File: config.mk
export PLATFORM = sky130hd
export DESIGN_NAME = seq_adder_64
export DESIGN_NICKNAME = d
export VERILOG_FILES = /design/src/rtl/seq_adder_64.sv
export SDC_FILE = /design/constraint.sdc
export NUM_CORES = 1
export LEC_CHECK = 0
export ABC_AREA = 0
export CAP_MARGIN = 20
export CELL_PAD_IN_SITES_DETAIL_PLACEMENT = 0
export CELL_PAD_IN_SITES_GLOBAL_PLACEMENT = 1
export CORE_ASPECT_RATIO = 0.7
export CORE_UTILIZATION = 37
export DETAILED_ROUTE_END_ITERATION = 7
export PLACE_DENSITY_LB_ADDON = 0.1
export SKIP_CTS_REPAIR_TIMING = 1
export SYNTH_ARGS = -nofsm -noshare
export SYNTH_HDL_FRONTEND = slang
export SYNTH_SLANG_ARGS = --single-unit
File: constraint.sdc
create_clock -name clk -period 4.9 [get_ports clk]
set_clock_uncertainty 0.1 [all_clocks]
set_input_delay 0.735 -clock clk [delete_from_list [all_inputs] [get_ports clk]]
set_output_delay 0.735 -clock clk [all_outputs]
set_load 0.01 [all_outputs]
File: src/rtl/seq_adder_64.sv
// rtl/seq_adder_64.sv - multi-cycle 64-bit adder, CHUNK bits per clock, registered carry chain
// Valid/ready on both sides; Sum and flags are held in DONE until the consumer accepts.

module seq_adder_64 #(
    parameter int CHUNK = 16
) (
    input  logic        clk,
    input  logic        rst,
    input  logic        in_valid,
    output logic        in_ready,
    input  logic [63:0] A,
    input  logic [63:0] B,
    input  logic        Cin,
    output logic        out_valid,
    input  logic        out_ready,
    output logic [63:0] Sum,
    output logic        Cout,
    output logic        OF,
    output logic        ZF,
    output logic        busy
);

    localparam int NCHUNK = 64 / CHUNK;
    localparam int IDXW   = (NCHUNK > 1) ? $clog2(NCHUNK) : 1;

    typedef enum logic [1:0] {
        S_IDLE = 2'd0,
        S_RUN  = 2'd1,
        S_DONE = 2'd2
    } state_t;

    state_t             r_state;
    state_t             w_state_next;
    logic [63:0]        r_a;
    logic [63:0]        r_b;
    logic [63:0]        r_sum;
    logic               r_carry;
    logic               r_cout;
    logic               r_of;
    logic               r_zf;
    logic [IDXW-1:0]    r_idx;
    logic [CHUNK-1:0]   w_a_chunk;
    logic [CHUNK-1:0]   w_b_chunk;
    logic [CHUNK:0]     w_chunk_sum;
    logic [63:0]        w_sum_next;
    logic               w_last;

    always_comb begin
        w_a_chunk = '0;
        w_b_chunk = '0;
        for (int i = 0; i < NCHUNK; i++) begin
            if (r_idx == IDXW'(i)) begin
                w_a_chunk = r_a[i*CHUNK +: CHUNK];
                w_b_chunk = r_b[i*CHUNK +: CHUNK];
            end
        end
    end

    assign w_chunk_sum = {1'b0, w_a_chunk} + {1'b0, w_b_chunk} + {{CHUNK{1'b0}}, r_carry};
    assign w_last      = (r_idx == IDXW'(NCHUNK - 1));

    // Sum as it will look after this cycle's chunk lands; flags are taken from it.
    always_comb begin
        w_sum_next = r_sum;
        for (int i = 0; i < NCHUNK; i++) begin
            if (r_idx == IDXW'(i)) begin
                w_sum_next[i*CHUNK +: CHUNK] = w_chunk_sum[CHUNK-1:0];
            end
        end
    end

    always_ff @(posedge clk) begin
        if (rst) begin
            r_state <= S_IDLE;
        end else begin
            r_state <= w_state_next;
        end
    end

    always_comb begin
        w_state_next = r_state;
        case (r_state)
            S_IDLE:  if (in_valid)  w_state_next = S_RUN;
            S_RUN:   if (w_last)    w_state_next = S_DONE;
            S_DONE:  if (out_ready) w_state_next = S_IDLE;
            default:                w_state_next = S_IDLE;
        endcase
    end

    always_comb begin
        in_ready  = (r_state == S_IDLE);
        out_valid = (r_state == S_DONE);
        busy      = (r_state == S_RUN) || (r_state == S_DONE);
    end

    always_ff @(posedge clk) begin
        if (rst) begin
            r_a     <= '0;
            r_b     <= '0;
            r_sum   <= '0;
            r_carry <= 1'b0;
            r_cout  <= 1'b0;
            r_of    <= 1'b0;
            r_zf    <= 1'b0;
            r_idx   <= '0;
        end else begin
            case (r_state)
                S_IDLE: begin
                    if (in_valid) begin
                        r_a     <= A;
                        r_b     <= B;
                        r_carry <= Cin;
                        r_idx   <= '0;
                        r_sum   <= '0;
                    end
                end
                S_RUN: begin
                    r_sum   <= w_sum_next;
                    r_carry <= w_chunk_sum[CHUNK];
                    if (w_last) begin
                        r_idx  <= '0;
                        r_cout <= w_chunk_sum[CHUNK];
                        r_of   <= (r_a[63] == r_b[63]) && (w_sum_next[63] != r_a[63]);
                        r_zf   <= (w_sum_next == 64'd0);
                    end else begin
                        r_idx <= r_idx + 1'b1;
                    end
                end
                default: ;
            endcase
        end
    end

    assign Sum  = r_sum;
    assign Cout = r_cout;
    assign OF   = r_of;
    assign ZF   = r_zf;

endmodule

Word level (Yosys, flattened, before mapping)
Index checks and enable logic that the tools add are counted.
{"block": "totals", "regBits": 200, "in_bits": 133}
{"block": "op_classes", "n_addsub": 3, "n_eq_ne": 10, "muxes": 23, "reduce_logical": 10}
{"operator": "two-way mux 16 bit", "n": 12}
{"operator": "one-hot mux 64 bit (2 select lines)", "n": 1}
{"operator": "logical NOT 64 bit", "n": 1}
{"operator": "two-way mux 64 bit", "n": 1}
{"operator": "adder 16 x 16 -> 17 bit", "n": 1}
{"operator": "adder 17 x 1 -> 17 bit", "n": 1}
{"operator": "two-way mux 2 bit", "n": 5}
{"operator": "== test 2 bit (second input constant)", "n": 3}
{"operator": "one-hot mux 2 bit (3 select lines)", "n": 1}
{"operator": "AND reduction 2 bit", "n": 3}
{"operator": "== test 2 x 1 -> 1 bit (second input constant)", "n": 2}
{"operator": "logical NOT 2 bit", "n": 2}
{"operator": "inequality test 2 bit (second input constant)", "n": 2}
{"operator": "one-hot mux 2 bit (2 select lines)", "n": 1}
{"operator": "AND reduction 3 bit", "n": 1}
{"operator": "adder 2 x 1 -> 2 bit (second input constant)", "n": 1}
{"operator": "inequality test 2 x 1 -> 1 bit (second input constant)", "n": 1}
{"operator": "one-hot mux 1 bit (2 select lines)", "n": 1}
{"operator": "nonzero test 2 bit", "n": 1}
{"operator": "== test 1 bit", "n": 1}
{"operator": "logical AND 1 bit", "n": 1}
{"operator": "logical OR 1 bit", "n": 1}
{"operator": "two-way mux 1 bit", "n": 1}
{"operator": "inequality test 1 bit", "n": 1}

Depth between registers and ports, before layout
{"block": "logic_depth", "depth_word": 10, "mapped_depth": 21, "mapped_depth_nobuf": 20}

Least setup slack after synthesis
OpenSTA, ideal clock, no wires.
{"block": "synth_path", "path_kind": "register to register", "startpoint": "reg r_idx[0]", "endpoint": "reg r_zf (netlist: ZF)", "setup_ns": 0.069, "arrival_time_ns": 4.047, "required_ns": 4.731, "setup_slack_ns": 0.684, "stages_incl_launch_ff": 17, "cell_sequence": "dfxtp_1 ha_1 clkbuf_1 clkbuf_1 clkbuf_1 a21oi_1 fa_1 fa_1 nor2b_1 o211ai_1 a211oi_1 a211oi_1 xnor2_1 inv_1 o41ai_1 nand4_1 o21ai_1"}
{"block": "synth_via", "elab_chain_cells": 9, "word_cells_on_any_way": 20}
{"item": "from (decl)", "line": "41", "rtl": "logic [IDXW-1:0] r_idx;"}
{"item": "from (signal assigned)", "line": "126", "rtl": "r_idx <= r_idx + 1'b1;"}
{"item": "logical NOT 2 bit", "line": "52, 66"}
{"item": "two-way mux 16 bit (4 in series)", "line": "52", "rtl": "if (r_idx == IDXW'(i)) begin"}
{"item": "adder 16 x 16 -> 17 bit", "line": "59", "rtl": "assign w_chunk_sum = {1'b0, w_a_chunk} + {1'b0, w_b_chunk} + {{CHUNK{1'b0}}, r_carry};"}
{"item": "adder 17 x 1 -> 17 bit", "line": "59"}
{"item": "two-way mux 16 bit", "line": "66", "rtl": "if (r_idx == IDXW'(i)) begin"}
{"item": "logical NOT 64 bit", "line": "124", "rtl": "r_zf <= (w_sum_next == 64'd0);"}
{"item": "to (signal assigned)", "line": "124"}
{"item": "to (decl)", "line": "40", "rtl": "logic r_zf;"}
Parallel ways exist; a longest one is shown, timed or not.
A chain may end at the register's enable or synchronous reset.

Final worst setup path
{"block": "layout_path", "startpoint": "reg r_idx[1]", "endpoint": "reg r_zf (netlist: ZF)"}
Same word-level chain as after synthesis.

==> summary.md <==
| Metric | Value |
|---|---|
| R2R Setup Slk | `between 0.3 and 0.4 ns` |
| Setup crit end kind | `flip-flop` |
| Slew headroom | `about two fifths` |
| R2R depth | `18` |
| Most frequent cells in the layout | `nand2_1 (298), a21oi_1 (213), clkdlybuf4s50_1 (201)` |
| Die span in x | `~190 um` |
| Internal Pwr Total | `2.89 mW` |
| Setup-failing EPs final | `0` |
| Initial core utilization | `37.7%` |
| Distinct cells, synth | `64` |
| Antenna violations before repair | `1` |
| Rows | `48` |
| Clock power share | `35.4%` |
| Max-Cap Viols | `0` |
| Startpoint Class | `flip-flop` |
| ANT cells | `0` |
| Fmax | `220 MHz` |
| Asr flop ratio synth | `0%` |
| Final WS setup | `0.354 ns` |
| CP max-delay cell | `ha_2` |
| Leak pwr | `around 4.6 nW` |
| CTS root buffer | `clkbuf_16` |
| Synth warnings | `0` |
| Status | `completed` |
| Fillers | `2500` |
| Final wirelength | `34100 um` |
| WL met3 | `~3000 um` |
| RePlAce Congestion | `0.884` |
| Synth Instances | `around 1200` |
| Register area share after synthesis | `43.1%` |
| Switching Share | `31.7%` |
| Largest net degree at the start of global routing | `78` |
| Number of global-route vias before repair | `8618` |
| CP startpoint | `r_idx[1]$_SDFFE_PP0P_` |
| Met2 wire length | `13300 um` |
| Syn_nets | `about 1400` |
| Vias per Instance | `5.50` |
| Pre-Repair DR Iteration Count | `6` |
| Dpl ws | `0.211 ns` |
| Synth Area per Inst | `~7.5 sq um` |
| Clock Path Buffers | `2` |
| Tcrit/Tclk final | `92.8%` |
| Total chip power | `between 4 and 5 mW` |
| 1st-iter DRT viols | `895` |
| Gr ovfl total | `0` |
| RSZ-0062 raised after global routing | `false` |
| Critical Path RT | `5.18 ns` |
| CP arrival | `4.83 ns` |
| Die H | `135 um` |
| Core area | `about 0.025 sq mm` |
| Nets | `1545` |
| Die Area | `0.0258 sq mm` |
| RR Startpoint | `r_idx[1]$_SDFFE_PP0P_` |
| Max layer used | `met4` |
| TritonCTS buffer count | `17` |
| Detailed-route wire length per cell | `just under 20 um` |
| Maximum fanout along the worst path | `31` |
| Number of synthesized register bits | `200` |
| Setup_tns | `0 ns` |
| CP endpoint | `ZF$_SDFFE_PP0P_` |
| R2r endpoint | `ZF$_SDFFE_PP0P_` |
| Total global-route track usage | `26.5%` |
| Drc violations | `0` |
| Sw Pwr | `1.34 mW` |
| Number of synthesized flops with an enable pin | `0` |
| Slew Limit Fails | `0` |
| Layout cells sized above 1 | `5.86%` |
| H-tree Lvls | `4` |
| Hold Vio Cnt, Final | `0` |
| I/O Pins | `203` |
| Area grow syn2layout | `31.7%` |
| Power Density | `345 mW/mm^2` |
| DP HPWL | `24600 um` |
| Worst slew pin tran | `slightly below 0.9 ns` |
| Clock sink total | `200` |
| Combinational share of power | `22.3%` |
| Syn Std Cell Area | `just over 0.009 sq mm` |
| Via count | `around 9500` |
| Worst-Skew Late Latency | `~0.45 ns` |
| Clock transition at path regs | `around 0.080 ns` |
| Flop pwr share | `42.2%` |
| M1 WL | `roughly 17000 um` |
| Number of buffers added on ports | `202` |
| Post-layout min period | `4.55 ns` |
| First-pass GRT wire length | `51500 um` |
| ANT nets after route | `0` |
| Commonest non-fill, non-tap cell in the layout | `nand2_1` |
| Crit Path Class | `flip-flop to flip-flop` |
| CTS tree | `built` |
| Type of the worst min-delay path | `flip-flop to flip-flop` |
| Crit-path cells | `inv_1 > ha_2 > clkinv_1 > buf_12 > and3_1 > a21oi_1 > nor2_1 > a21oi_1 > o21ai_0 > ha_2 > o2111ai_1 > a211o_1 > a311oi_2 > xor2_2 > buf_4 > a221oi_1 > nand4_1 > o21ai_1` |
| Area of the multi-input gates | `0.00489 sq mm` |
| CP max stage delay | `0.53 ns` |
| FF/Latch Area | `0.00400 sq mm` |
| Dominant synthesized flop cell | `dfxtp_1` |
| Peak VDD IR | `0.258 mV` |
area by class of cell:
class / instances / share of cell area, %
clock buffers: 17 / 3.48
repair buffers: 227 / 18.4
flip-flops and latches: 200 / 32.7
well taps: 325 / 3.32
clock inverters: 14 / 1.52
multi-input cells: 923 / 40.0
inverters: 19 / 0.583
through the flow:
stage	hold slack [ns]	area, sq um	instances	utilization, %
4_1_cts	0.358	12200	1724	49.5
6_report	0.357	12200	1725	49.7
3_5_place_dp	0.344	11600	1693	47.0
2_1_floorplan	0.332	9290	1239	-
5_1_grt	0.371	12200	1725	49.7
3_3_place_gp	0.341	11600	1692	47.0
cell families (layout without fill, tap and decap cells):
family	count (synthesis)	in the layout	synth area share (%)
xor gates and xnor gates	11	11	1.12
muxes	1	1	0.148
DFF	200	200	43.1
AOI/OAI and AO/OA	372	372	24.3
and+or+nand+nor	515	515	23.0
buffers and inverters	116	277	4.88
adders and majority gates	24	24	3.39
synthesized netlist by cell type, types with 2 or more instances:
cell type,number,area [sq um]
nor4_1,9,56.3
fa_1,2,40.0
xor2_1,4,35.0
o21bai_1,2,15.0
nand3_1,6,30.0
a32oi_1,28,245
buf_2,2,10.0
nand2_1,299,1120
clkbuf_1,77,289
a22oi_1,37,278
a211o_1,2,17.5
o211ai_1,3,22.5
buf_1,16,60.1
inv_1,18,67.6
nor2_1,130,488
nor2b_1,4,25.0
nand2b_1,4,25.0
nand4_1,2,12.5
a211oi_1,4,30.0
a21o_1,4,30.0
o2111ai_1,4,35.0
ha_1,22,275
xnor2_1,6,52.6
a31o_1,2,17.5
a41oi_1,2,17.5
nor4b_1,2,17.5
dfxtp_1,200,4000
nand3b_1,3,22.5
a311oi_1,2,17.5
o21ai_0,39,195
and2_1,3,18.8
and3_1,35,219
a21oi_1,213,1070
o21ai_1,8,40.0
a31oi_1,3,18.8
nor3_1,13,65.1
buf_6,2,22.5
per-layer routing:
metal	vias up	track usage [%]
li1	4567	-
met1	4516	42.7
met2	384	35.0
met3	22	5.87
met4	0	5.11
met5	-	0
worst min path at each step:
| stage | start | depth (start not counted) | to |
|---|---|---|---|
| after floorplan | r_a[0]$_SDFFE_PP0P_ | 2 | r_a[0]$_SDFFE_PP0P_ |
| after global placement | r_b[1]$_SDFFE_PP0P_ | 2 | r_b[1]$_SDFFE_PP0P_ |
| after detailed placement | r_b[1]$_SDFFE_PP0P_ | 2 | r_b[1]$_SDFFE_PP0P_ |
| after CTS | r_a[36]$_SDFFE_PP0P_ | 2 | r_a[36]$_SDFFE_PP0P_ |
| after global routing | r_b[44]$_SDFFE_PP0P_ | 2 | r_b[44]$_SDFFE_PP0P_ |
| final | r_a[36]$_SDFFE_PP0P_ | 2 | r_a[36]$_SDFFE_PP0P_ |
flip-flops by register name, summed over array words and instances (netlist names):
signal   count
OF           1
r_carry      1
Cout         1
Sum         64
ZF           1
r_b         64
r_idx        2
r_a         64
r_state      2
worst max-delay path, delay by kind of cell, from the launching register on:
kind | cells | cell delay [ns]
xor gates and xnor gates | 1 | 0.14
and+or+nand+nor | 3 | 0.42
AOI/OAI and AO/OA | 8 | 1.96
adders and majority gates | 2 | 0.74
buffers and inverters | 4 | 0.77
DFF | 1 | 0.35
power by group through the flow:
| stage | registers (mW) | logic (mW) | clock network, mW |
|---|---|---|---|
| global route | 1.79 | 1.02 | 1.58 |
| finish | 1.78 | 0.943 | 1.50 |
| detailed placement | 1.82 | 0.914 | 0 |
| global placement | 1.82 | 0.915 | 0 |
| CTS | 1.78 | 0.918 | 1.52 |
| floorplan | 1.79 | 0.543 | 0 |
Note: power is estimated with default switching activity, not from simulation.
